$ cat config.mk
export PLATFORM = sky130hd
export DESIGN_NAME = key_debounce
export DESIGN_NICKNAME = d
export VERILOG_FILES = /design/src/rtl/key_debounce.sv
export SDC_FILE = /design/constraint.sdc
export NUM_CORES = 1
export LEC_CHECK = 0
export BUFFER_PORTS_ARGS = -buffer_cell sky130_fd_sc_hd__buf_2
export CAP_MARGIN = 10
export CORE_MARGIN = 2
export CORE_UTILIZATION = 45
export DETAILED_ROUTE_END_ITERATION = 10
export PLACE_DENSITY = 0.69
export SKIP_CTS_REPAIR_TIMING = 1
export SLEW_MARGIN = 0
export SYNTH_ARGS = -nofsm -noshare
export SYNTH_HDL_FRONTEND = slang
export SYNTH_SLANG_ARGS = --single-unit
$ cat constraint.sdc
create_clock -name CLK_IN -period 5.4 [get_ports CLK_IN]
set_input_delay 1.08 -clock CLK_IN [delete_from_list [all_inputs] [get_ports CLK_IN]]
set_output_delay 1.08 -clock CLK_IN [all_outputs]
set_load 0.02 [all_outputs]
$ cat src/rtl/key_debounce.sv
// Push-button conditioner: per key a 2-FF synchroniser, a debounce FSM,
// a debounced level and one-cycle press / release / long-press pulses.
// Keys are fully independent; events on different keys may coincide.
module key_debounce #(
    parameter int KEY_NUM      = 4,
    parameter int ACTIVE_LOW   = 1,
    parameter int CNT_W        = 25,
    parameter int DEBOUNCE_CYC = 240_000,
    parameter int LONG_CYC     = 24_000_000
) (
    input  logic               CLK_IN,
    input  logic               RST_N,
    input  logic [KEY_NUM-1:0] key_in,
    output logic [KEY_NUM-1:0] key_level,
    output logic [KEY_NUM-1:0] key_press,
    output logic [KEY_NUM-1:0] key_release,
    output logic [KEY_NUM-1:0] key_long
);

    localparam logic [CNT_W-1:0]   DEB_LAST  = CNT_W'(DEBOUNCE_CYC - 1);
    localparam logic [CNT_W-1:0]   LONG_LAST = CNT_W'(LONG_CYC - 1);
    localparam logic [CNT_W-1:0]   LONG_MAX  = CNT_W'(LONG_CYC);
    localparam logic [CNT_W-1:0]   CNT_ONE   = CNT_W'(1);
    // Pin level that means "released"; synchroniser resets here so reset
    // release never looks like a press.
    localparam logic [KEY_NUM-1:0] REL_LVL   = (ACTIVE_LOW != 0) ? {KEY_NUM{1'b1}}
                                                                 : {KEY_NUM{1'b0}};

    typedef enum logic [1:0] {
        ST_IDLE,
        ST_DEB_DOWN,
        ST_HELD,
        ST_DEB_UP
    } state_t;

    logic [KEY_NUM-1:0] r_sync1;
    logic [KEY_NUM-1:0] r_sync2;
    logic [KEY_NUM-1:0] w_pressed;

    // Two-flop synchroniser for the asynchronous key pins.
    always_ff @(posedge CLK_IN or negedge RST_N) begin
        if (!RST_N) begin
            r_sync1 <= REL_LVL;
            r_sync2 <= REL_LVL;
        end else begin
            r_sync1 <= key_in;
            r_sync2 <= r_sync1;
        end
    end

    // Normalise polarity: 1 = pressed.
    assign w_pressed = (ACTIVE_LOW != 0) ? ~r_sync2 : r_sync2;

    genvar g;
    generate
        for (g = 0; g < KEY_NUM; g++) begin : g_key
            state_t           r_state;
            logic [CNT_W-1:0] r_deb_cnt;
            logic [CNT_W-1:0] r_hold_cnt;
            logic             r_level;
            logic             r_press;
            logic             r_release;
            logic             r_long;

            // Debounce FSM with registered level and single-cycle event pulses.
            always_ff @(posedge CLK_IN or negedge RST_N) begin
                if (!RST_N) begin
                    r_state    <= ST_IDLE;
                    r_deb_cnt  <= '0;
                    r_hold_cnt <= '0;
                    r_level    <= 1'b0;
                    r_press    <= 1'b0;
                    r_release  <= 1'b0;
                    r_long     <= 1'b0;
                end else begin
                    r_press   <= 1'b0;
                    r_release <= 1'b0;
                    r_long    <= 1'b0;
                    case (r_state)
                        ST_IDLE: begin
                            if (w_pressed[g]) begin
                                r_state   <= ST_DEB_DOWN;
                                r_deb_cnt <= '0;
                            end
                        end
                        ST_DEB_DOWN: begin
                            if (!w_pressed[g]) begin
                                r_state <= ST_IDLE;
                            end else if (r_deb_cnt == DEB_LAST) begin
                                r_state    <= ST_HELD;
                                r_level    <= 1'b1;
                                r_press    <= 1'b1;
                                r_hold_cnt <= '0;
                            end else begin
                                r_deb_cnt <= r_deb_cnt + CNT_ONE;
                            end
                        end
                        ST_HELD: begin
                            // Saturating hold counter makes key_long fire once per press.
                            if (r_hold_cnt != LONG_MAX) begin
                                r_hold_cnt <= r_hold_cnt + CNT_ONE;
                            end
                            if (r_hold_cnt == LONG_LAST) begin
                                r_long <= 1'b1;
                            end
                            if (!w_pressed[g]) begin
                                r_state   <= ST_DEB_UP;
                                r_deb_cnt <= '0;
                            end
                        end
                        ST_DEB_UP: begin
                            // Hold count is frozen here so a rejected glitch resumes it.
                            if (w_pressed[g]) begin
                                r_state <= ST_HELD;
                            end else if (r_deb_cnt == DEB_LAST) begin
                                r_state   <= ST_IDLE;
                                r_level   <= 1'b0;
                                r_release <= 1'b1;
                            end else begin
                                r_deb_cnt <= r_deb_cnt + CNT_ONE;
                            end
                        end
                        default: begin
                            r_state <= ST_IDLE;
                        end
                    endcase
                end
            end

            assign key_level[g]   = r_level;
            assign key_press[g]   = r_press;
            assign key_release[g] = r_release;
            assign key_long[g]    = r_long;
        end
    endgenerate

endmodule

==> impl_metrics.json, run 1 <==
{
  "vias": 9593,
  "fin_util": 0.502,
  "synth_top_cell_area_share": 0.456,
  "dieArea_mm2": 0.0287,
  "cp.arrival_ns": 3.49,
  "start_kind": "flop",
  "tightest_slew_ns": 1.10,
  "status": "complete, no violations",
  "syn_area_mm2": 0.0123,
  "hold_viol": 0,
  "synth.distinct_cells": 71,
  "yosysSeqAreaShare": 0.473,
  "first_pass_iters": 5,
  "clock_path_buffers": 3,
  "antenna_cells": 0,
  "grt_util_all_layers": 0.175,
  "cts_tree": "built",
  "final_area_mm2": 0.0135,
  "grt_pass1_wl_um": 43000,
  "rsz0062_at_grt": "no",
  "grt_max_degree": 117,
  "netlist_instances": 1309,
  "portBuffers": 21,
  "rr_worst_depth": 6,
  "synth.avg_cell_area_um2": 9.39,
  "wl_per_cell_um": 14.8,
  "instances_no_fill": 1668,
  "slew_headroom": 0.260,
  "worstPathMaxFanout": 11,
  "slowest_stage": "o31ai_1",
  "core_area_mm2": 0.0269,
  "yosysMostFrequentCell": "dfrtp_1",
  "cpMostUsedCell": "or4_1",
  "grt_pass1_vias": 8992,
  "ys_seq_elements": 232,
  "slew_violations": 0,
  "hold_start": "r_sync1[0]",
  "dpl_cell_area_mm2": 0.0126,
  "rr_endpoint": "g_key[2].r_deb_cnt[14]",
  "fp.dieW_um": 169,
  "max_cap_violations": 0,
  "drive_gt1_frac": 0.0829,
  "ant_nets": 0,
  "end_kind": "flop",
  "cts_buffers": 28,
  "setup_tns_ns": 0,
  "dp_hpwl_um": 16000,
  "yosys_warnings": 0,
  "synth_top_flop_cell": "dfrtp_1",
  "clock_latency_ns": 0.54,
  "hold_class": "flop to flop",
  "route.detailed.drc": 0,
  "min_delay_worst_endpoint": "r_sync2[0]",
  "synth-edff-count": 0,
  "fmax_mhz": 321,
  "finClkSkew_ns": 0.0123,
  "crit_chain": "or4_1, or4_1, o31ai_1, buf_4, or3_1, a21oi_1",
  "powerDensity_mw_per_mm2": 276,
  "final-setup-viol-count": 0,
  "overflow": 0,
  "synth.largest_area_cell": "dfrtp_1",
  "placedCellCount": 1615,
  "fin_crit_ns": 3.12,
  "h-tree-depth": 1,
  "ff2ff_setup_slack_ns": 2.28,
  "io_pins": 22,
  "rows": 60,
  "routed_wl_um": 24700,
  "synth_nets": 1327,
  "p_leak_nw": 5.69,
  "start_util": 0.458,
  "clockRootBuffer": "clkbuf_16",
  "antenna_found_initial": 0,
  "drtIter0Drc": 655,
  "critPathRequiredTime_ns": 5.77,
  "final_nets": 1323,
  "netlist_top_cells_area": "dfrtp_1 (46%), nor2_1 (4.5%), xor2_1 (4.3%)",
  "path_class": "flop to flop",
  "period_share": 0.577,
  "die_h_um": 169,
  "cpPeakStageDelay_ns": 0.90,
  "area_growth_pct": 9.64,
  "vdd_drop_max_mv": 0.227,
  "cts.reportedPaths.clkPinSlew_ns": 0.06,
  "yosys-top-cells-count": "dfrtp_1 (224), nor2_1 (146), nand2_1 (115)",
  "async_flop_share": 1.00,
  "viasPerCell": 5.75,
  "place.gp.congestion": 0.879,
  "cts.sinks": 232,
  "rr_startpoint": "g_key[2].r_deb_cnt[19]",
  "min_path_cells": 0
}
## flip-flops by register name, summed over array words and instances, names as in the netlist, named ones only
signal            cells
g_key.r_hold_cnt    100
r_sync2               4
g_key.r_state         4
g_key.r_press         4
r_sync1               4
g_key.r_deb_cnt     100
g_key.r_long          4
g_key.r_release       4
g_key.r_level         4
## routing by layer
layer / wire [µm] / GRT usage / vias to the layer above / share of wire
met4: 442 / 0.0531 / 0 / 0.018
li1: - / - / 4727 / -
met5: 0 / 0 / - / 0
met2: 11300 / 0.280 / 165 / 0.46
met3: 959 / 0.0224 / 28 / 0.039
met1: 12000 / 0.251 / 4673 / 0.49
## worst max-delay path, delay by kind of cell, from the launching register on
kind / cells / cell delay (ns)
AO/OA/AOI/OAI: 2 / 0.96
flip-flops: 1 / 0.40
buffers and inverters: 1 / 0.31
AND/OR/NAND/NOR: 3 / 1.28
## worst max-delay path by stage
| stage | startpoint | to | slack (ns) | depth (start not counted) |
|---|---|---|---|---|
| after CTS | g_key[2].r_deb_cnt[19] | g_key[2].r_hold_cnt[1] | 2.27 | 5 |
| after global placement | g_key[2].r_deb_cnt[19] | g_key[2].r_hold_cnt[1] | 2.34 | 5 |
| final | g_key[2].r_deb_cnt[19] | g_key[2].r_deb_cnt[14] | 2.28 | 6 |
| after floorplan | g_key[3].r_deb_cnt[14] | g_key[3].r_deb_cnt[7] | 2.98 | 8 |
| after global routing | g_key[2].r_deb_cnt[19] | g_key[2].r_hold_cnt[1] | 2.08 | 5 |
| after detailed placement | g_key[2].r_deb_cnt[19] | g_key[2].r_hold_cnt[1] | 2.29 | 5 |
## logic make-up after synthesis
| kind of cell | synth area share |
|---|---|
| buf+inv | 0.0416 |
| mux | 0.0171 |
| flops | 0.473 |
| fa+ha+maj | 0.0122 |
| simple gates | 0.283 |
| compound gates | 0.0986 |
| xor+xnor | 0.0741 |
## power breakdown
part	internal, mW	switching, mW	leakage [nW]
logic	0.0364	0.0806	2.06
clock network	1.08	0.719	0.437
registers	1.77	0.0400	3.19
## placed cells by master (no fill, tap or decap), types with 9 or more instances in the layout
cell type / Yosys / routed
inv_1: 40 / 40
or4_1: 24 / 24
nand2_1: 115 / 115
nand4_1: 58 / 58
dfrtp_1: 224 / 224
a21oi_1: 53 / 53
mux2i_1: 12 / 12
or3_1: 31 / 31
nand3_1: 84 / 84
a22o_1: 12 / 12
o211ai_1: 13 / 13
clkbuf_16: 0 / 28
nor4_1: 28 / 27
xnor2_1: 43 / 43
nor2_1: 146 / 146
clkbuf_8: 0 / 9
nor3_1: 39 / 38
ha_1: 12 / 12
o31ai_1: 18 / 17
and2_1: 10 / 10
buf_4: 18 / 9
nor4b_1: 11 / 11
xor2_1: 61 / 61
buf_2: 1 / 21
and3_1: 28 / 28
and4_1: 21 / 21
o21ai_0: 52 / 52
clkbuf_1: 40 / 10
## stage by stage
step                      hold slack, ns  total power, mW  setup slack [ns]
after detailed placement           0.347             1.96              2.29
after CTS                          0.354             3.79              2.27
after floorplan                    0.345             1.90              2.98
after global placement             0.346             1.96              2.34
final                              0.349             3.73              2.28
after global routing               0.358             3.89              2.08
## layout make-up
type	count	area [µm²]
Tap cell	341	427
Multi-Input combinational cell	971	5990
Fill cell	2473	13400
Clock inverter	5	41.3
Timing Repair Buffer	31	188
Sequential cell	232	5820
Clock buffer	47	862
Inverter	41	154
(Power assumes the default switching activity.)
==> run 2: changes to the inputs <==
- ABC_AREA: not set -> 1
- PLACE_DENSITY: 0.69 -> 0.71
- clock period: 5.4 -> 2.5 ns (I/O delays scaled with it)
==> run 2 against run 1 <==
Compared with the run above:
- design area rose by 23%
- via count increased by 47%
- register-to-register slack got worse by 2.0 ns
- maximum frequency is 40% higher
- clock skew decreased by 0.0029 ns
- hold slack worse by 0.30 ns
- setup slack got worse by 2.0 ns
- sequential cell count is the same
- first-iteration DRC count rose by 73%
- clock power is 140% higher
- sequential power grew 110%
- largest power group is now the clock network
==> impl_metrics.json, run 2 <==
{
  "hold_class": "input port to flop",
  "first_pass_iters": 6,
  "rsz0062_at_grt": "no",
  "powerDensity_mw_per_mm2": 501,
  "worstPathMaxFanout": 24,
  "ys_seq_elements": 232,
  "max_cap_violations": 0,
  "power_mw": 8.32,
  "slew_violations": 0,
  "ant_nets": 0,
  "final-setup-viol-count": 0,
  "cpPeakStageDelay_ns": 0.47,
  "grt_max_degree": 52,
  "netlist_instances": 2290,
  "routed_wl_um": 35600,
  "crit_chain": "ha_1, nand3_2, nor3_2, nand3_1, nand2_2, buf_4, nand2_1, o21ai_1",
  "route.detailed.drc": 0,
  "slowest_stage": "dfrtp_1",
  "tightest_slew_ns": 0.704,
  "placedCellCount": 2722,
  "grt_pass1_vias": 13300,
  "yosys-top-cells-count": "nand2_1 (849), nor2_1 (373), dfrtp_1 (224)",
  "place.gp.congestion": 0.962,
  "fmax_mhz": 450,
  "synth_top_cell_area_share": 0.370,
  "clock_latency_ns": 0.55,
  "fin_crit_ns": 2.22,
  "vias": 14100,
  "synth_nets": 2308,
  "clock_path_buffers": 3,
  "cts.reportedPaths.clkPinSlew_ns": 0.06,
  "clockRootBuffer": "clkbuf_16",
  "dp_hpwl_um": 25900,
  "largestRegisters": "g_key.r_deb_cnt x100, g_key.r_hold_cnt x100",
  "vdd_drop_max_mv": 0.537,
  "rr_worst_depth": 8,
  "die_h_um": 187,
  "rr_endpoint": "g_key[0].r_deb_cnt[13]",
  "synth_top_flop_cell": "dfrtp_1",
  "status": "complete, no violations",
  "core_area_mm2": 0.0334,
  "antenna_found_initial": 0,
  "final_cell_mix": "nand2_1 (849), nor2_1 (373), dfrtp_1 (224), nand3_1 (223), inv_1 (198)",
  "wl_per_cell_um": 12.9,
  "finClkSkew_ns": 0.00931,
  "period_share": 0.889,
  "worst_slack_ns": 0.277,
  "synth.avg_cell_area_um2": 6.61,
  "cts.sinks": 232,
  "drtIter0Drc": 1131,
  "startpoint": "g_key[0].r_deb_cnt[0]",
  "rows": 67,
  "async_flop_share": 1.00,
  "h-tree-depth": 1,
  "cts_tree": "built",
  "slew_headroom": 0.527,
  "yosysMostFrequentCell": "nand2_1",
  "final_nets": 2323,
  "end_kind": "flop",
  "grt_pass1_wl_um": 62300,
  "overflow": 0,
  "start_util": 0.454,
  "yosysSeqAreaShare": 0.384,
  "yosys_warnings": 0,
  "portBuffers": 21,
  "drive_gt1_frac": 0.0692,
  "synth.largest_area_cell": "dfrtp_1",
  "synth.distinct_cells": 42,
  "dieArea_mm2": 0.0351,
  "crit_path_end": "g_key[0].r_deb_cnt[13]",
  "grt_util_all_layers": 0.205,
  "antenna_cells": 0,
  "ff2ff_setup_slack_ns": 0.28,
  "io_pins": 22,
  "p_leak_nw": 7.30,
  "viasPerCell": 5.10,
  "cp.arrival_ns": 2.69,
  "netlist_top_cells_area": "dfrtp_1 (37%), nand2_1 (21%), nor2_1 (9.3%)",
  "area_growth_pct": 9.75,
  "start_kind": "flop",
  "syn_area_mm2": 0.0151,
  "critPathRequiredTime_ns": 2.97,
  "mostFrequentLayoutCell": "nand2_1",
  "cts_buffers": 28,
  "rr_startpoint": "g_key[0].r_deb_cnt[0]",
  "hold_viol": 0,
  "instances_no_fill": 2774,
  "fp.dieW_um": 187,
  "place_ws_ns": 0.304,
  "setup_tns_ns": 0,
  "synth-edff-count": 0,
  "path_class": "flop to flop"
}
==> run 2: cells by family after synthesis <==
kind of cell | after synthesis | synth area share
AOI/OAI and AO/OA | 131 | 0.0496
xor gates and xnor gates | 71 | 0.0411
adders and majority gates | 12 | 0.00992
buffers and inverters | 266 | 0.0799
DFF | 232 | 0.384
and+or+nand+nor | 1578 | 0.435
==> run 2: final cells by class <==
class / count / area (µm²)
Timing Repair Buffer: 47 / 388
Multi-Input combinational cell: 1792 / 8110
Inverter: 204 / 766
Fill cell: 3356 / 16800
Clock buffer: 41 / 841
Tap cell: 448 / 561
Clock inverter: 10 / 130
Sequential cell: 232 / 5820
==> run 2: how the worst min path moves through the flow <==
stage          startpoint               endpoint  slack [ns]  cells past startpoint
2_1_floorplan       RST_N              async pin        0.20                      0
3_3_place_gp   r_sync1[0]             r_sync2[0]        0.35                      0
3_5_place_dp   r_sync1[2]             r_sync2[2]        0.35                      0
4_1_cts             RST_N  g_key[2].r_deb_cnt[5]       -0.14                      1
5_1_grt         key_in[2]             r_sync1[2]        0.03                      1
6_report        key_in[2]             r_sync1[2]        0.05                      1
==> run 2: worst max-delay path: cells and delay by family (launching register included) <==
family	cells	cell delay [ns]
flip-flops	1	0.47
buffers and inverters	1	0.26
AND/OR/NAND/NOR	5	1.07
adder cells (fa/ha/maj)	1	0.26
AO/OA/AOI/OAI	1	0.08
==> run 2: where the power goes <==
part           leakage (nW)  total [mW]  switching, mW  internal [mW]
logic                  3.62       0.258          0.191         0.0672
clock network         0.476        4.23           1.61           2.62
registers              3.20        3.83         0.0380           3.79
total                  7.30        8.32           1.84           6.48
==> run 2: metal layers <==
layer,vias up,global-route usage,wire length (µm)
li1,7242,-,-
met1,6583,0.278,16800
met2,269,0.350,16800
met3,49,0.0248,1450
met4,0,0.0521,606
met5,-,0,0
==> run 2: metrics by stage <==
step | cell area, µm² | hold slack (ns) | util
detailed placement | 15600 | 0.350 | 0.468
floorplan | 15100 | 0.204 | -
finish | 16600 | 0.0486 | 0.498
global route | 16600 | 0.0278 | 0.498
CTS | 16600 | -0.139 | 0.497
global placement | 15600 | 0.346 | 0.468
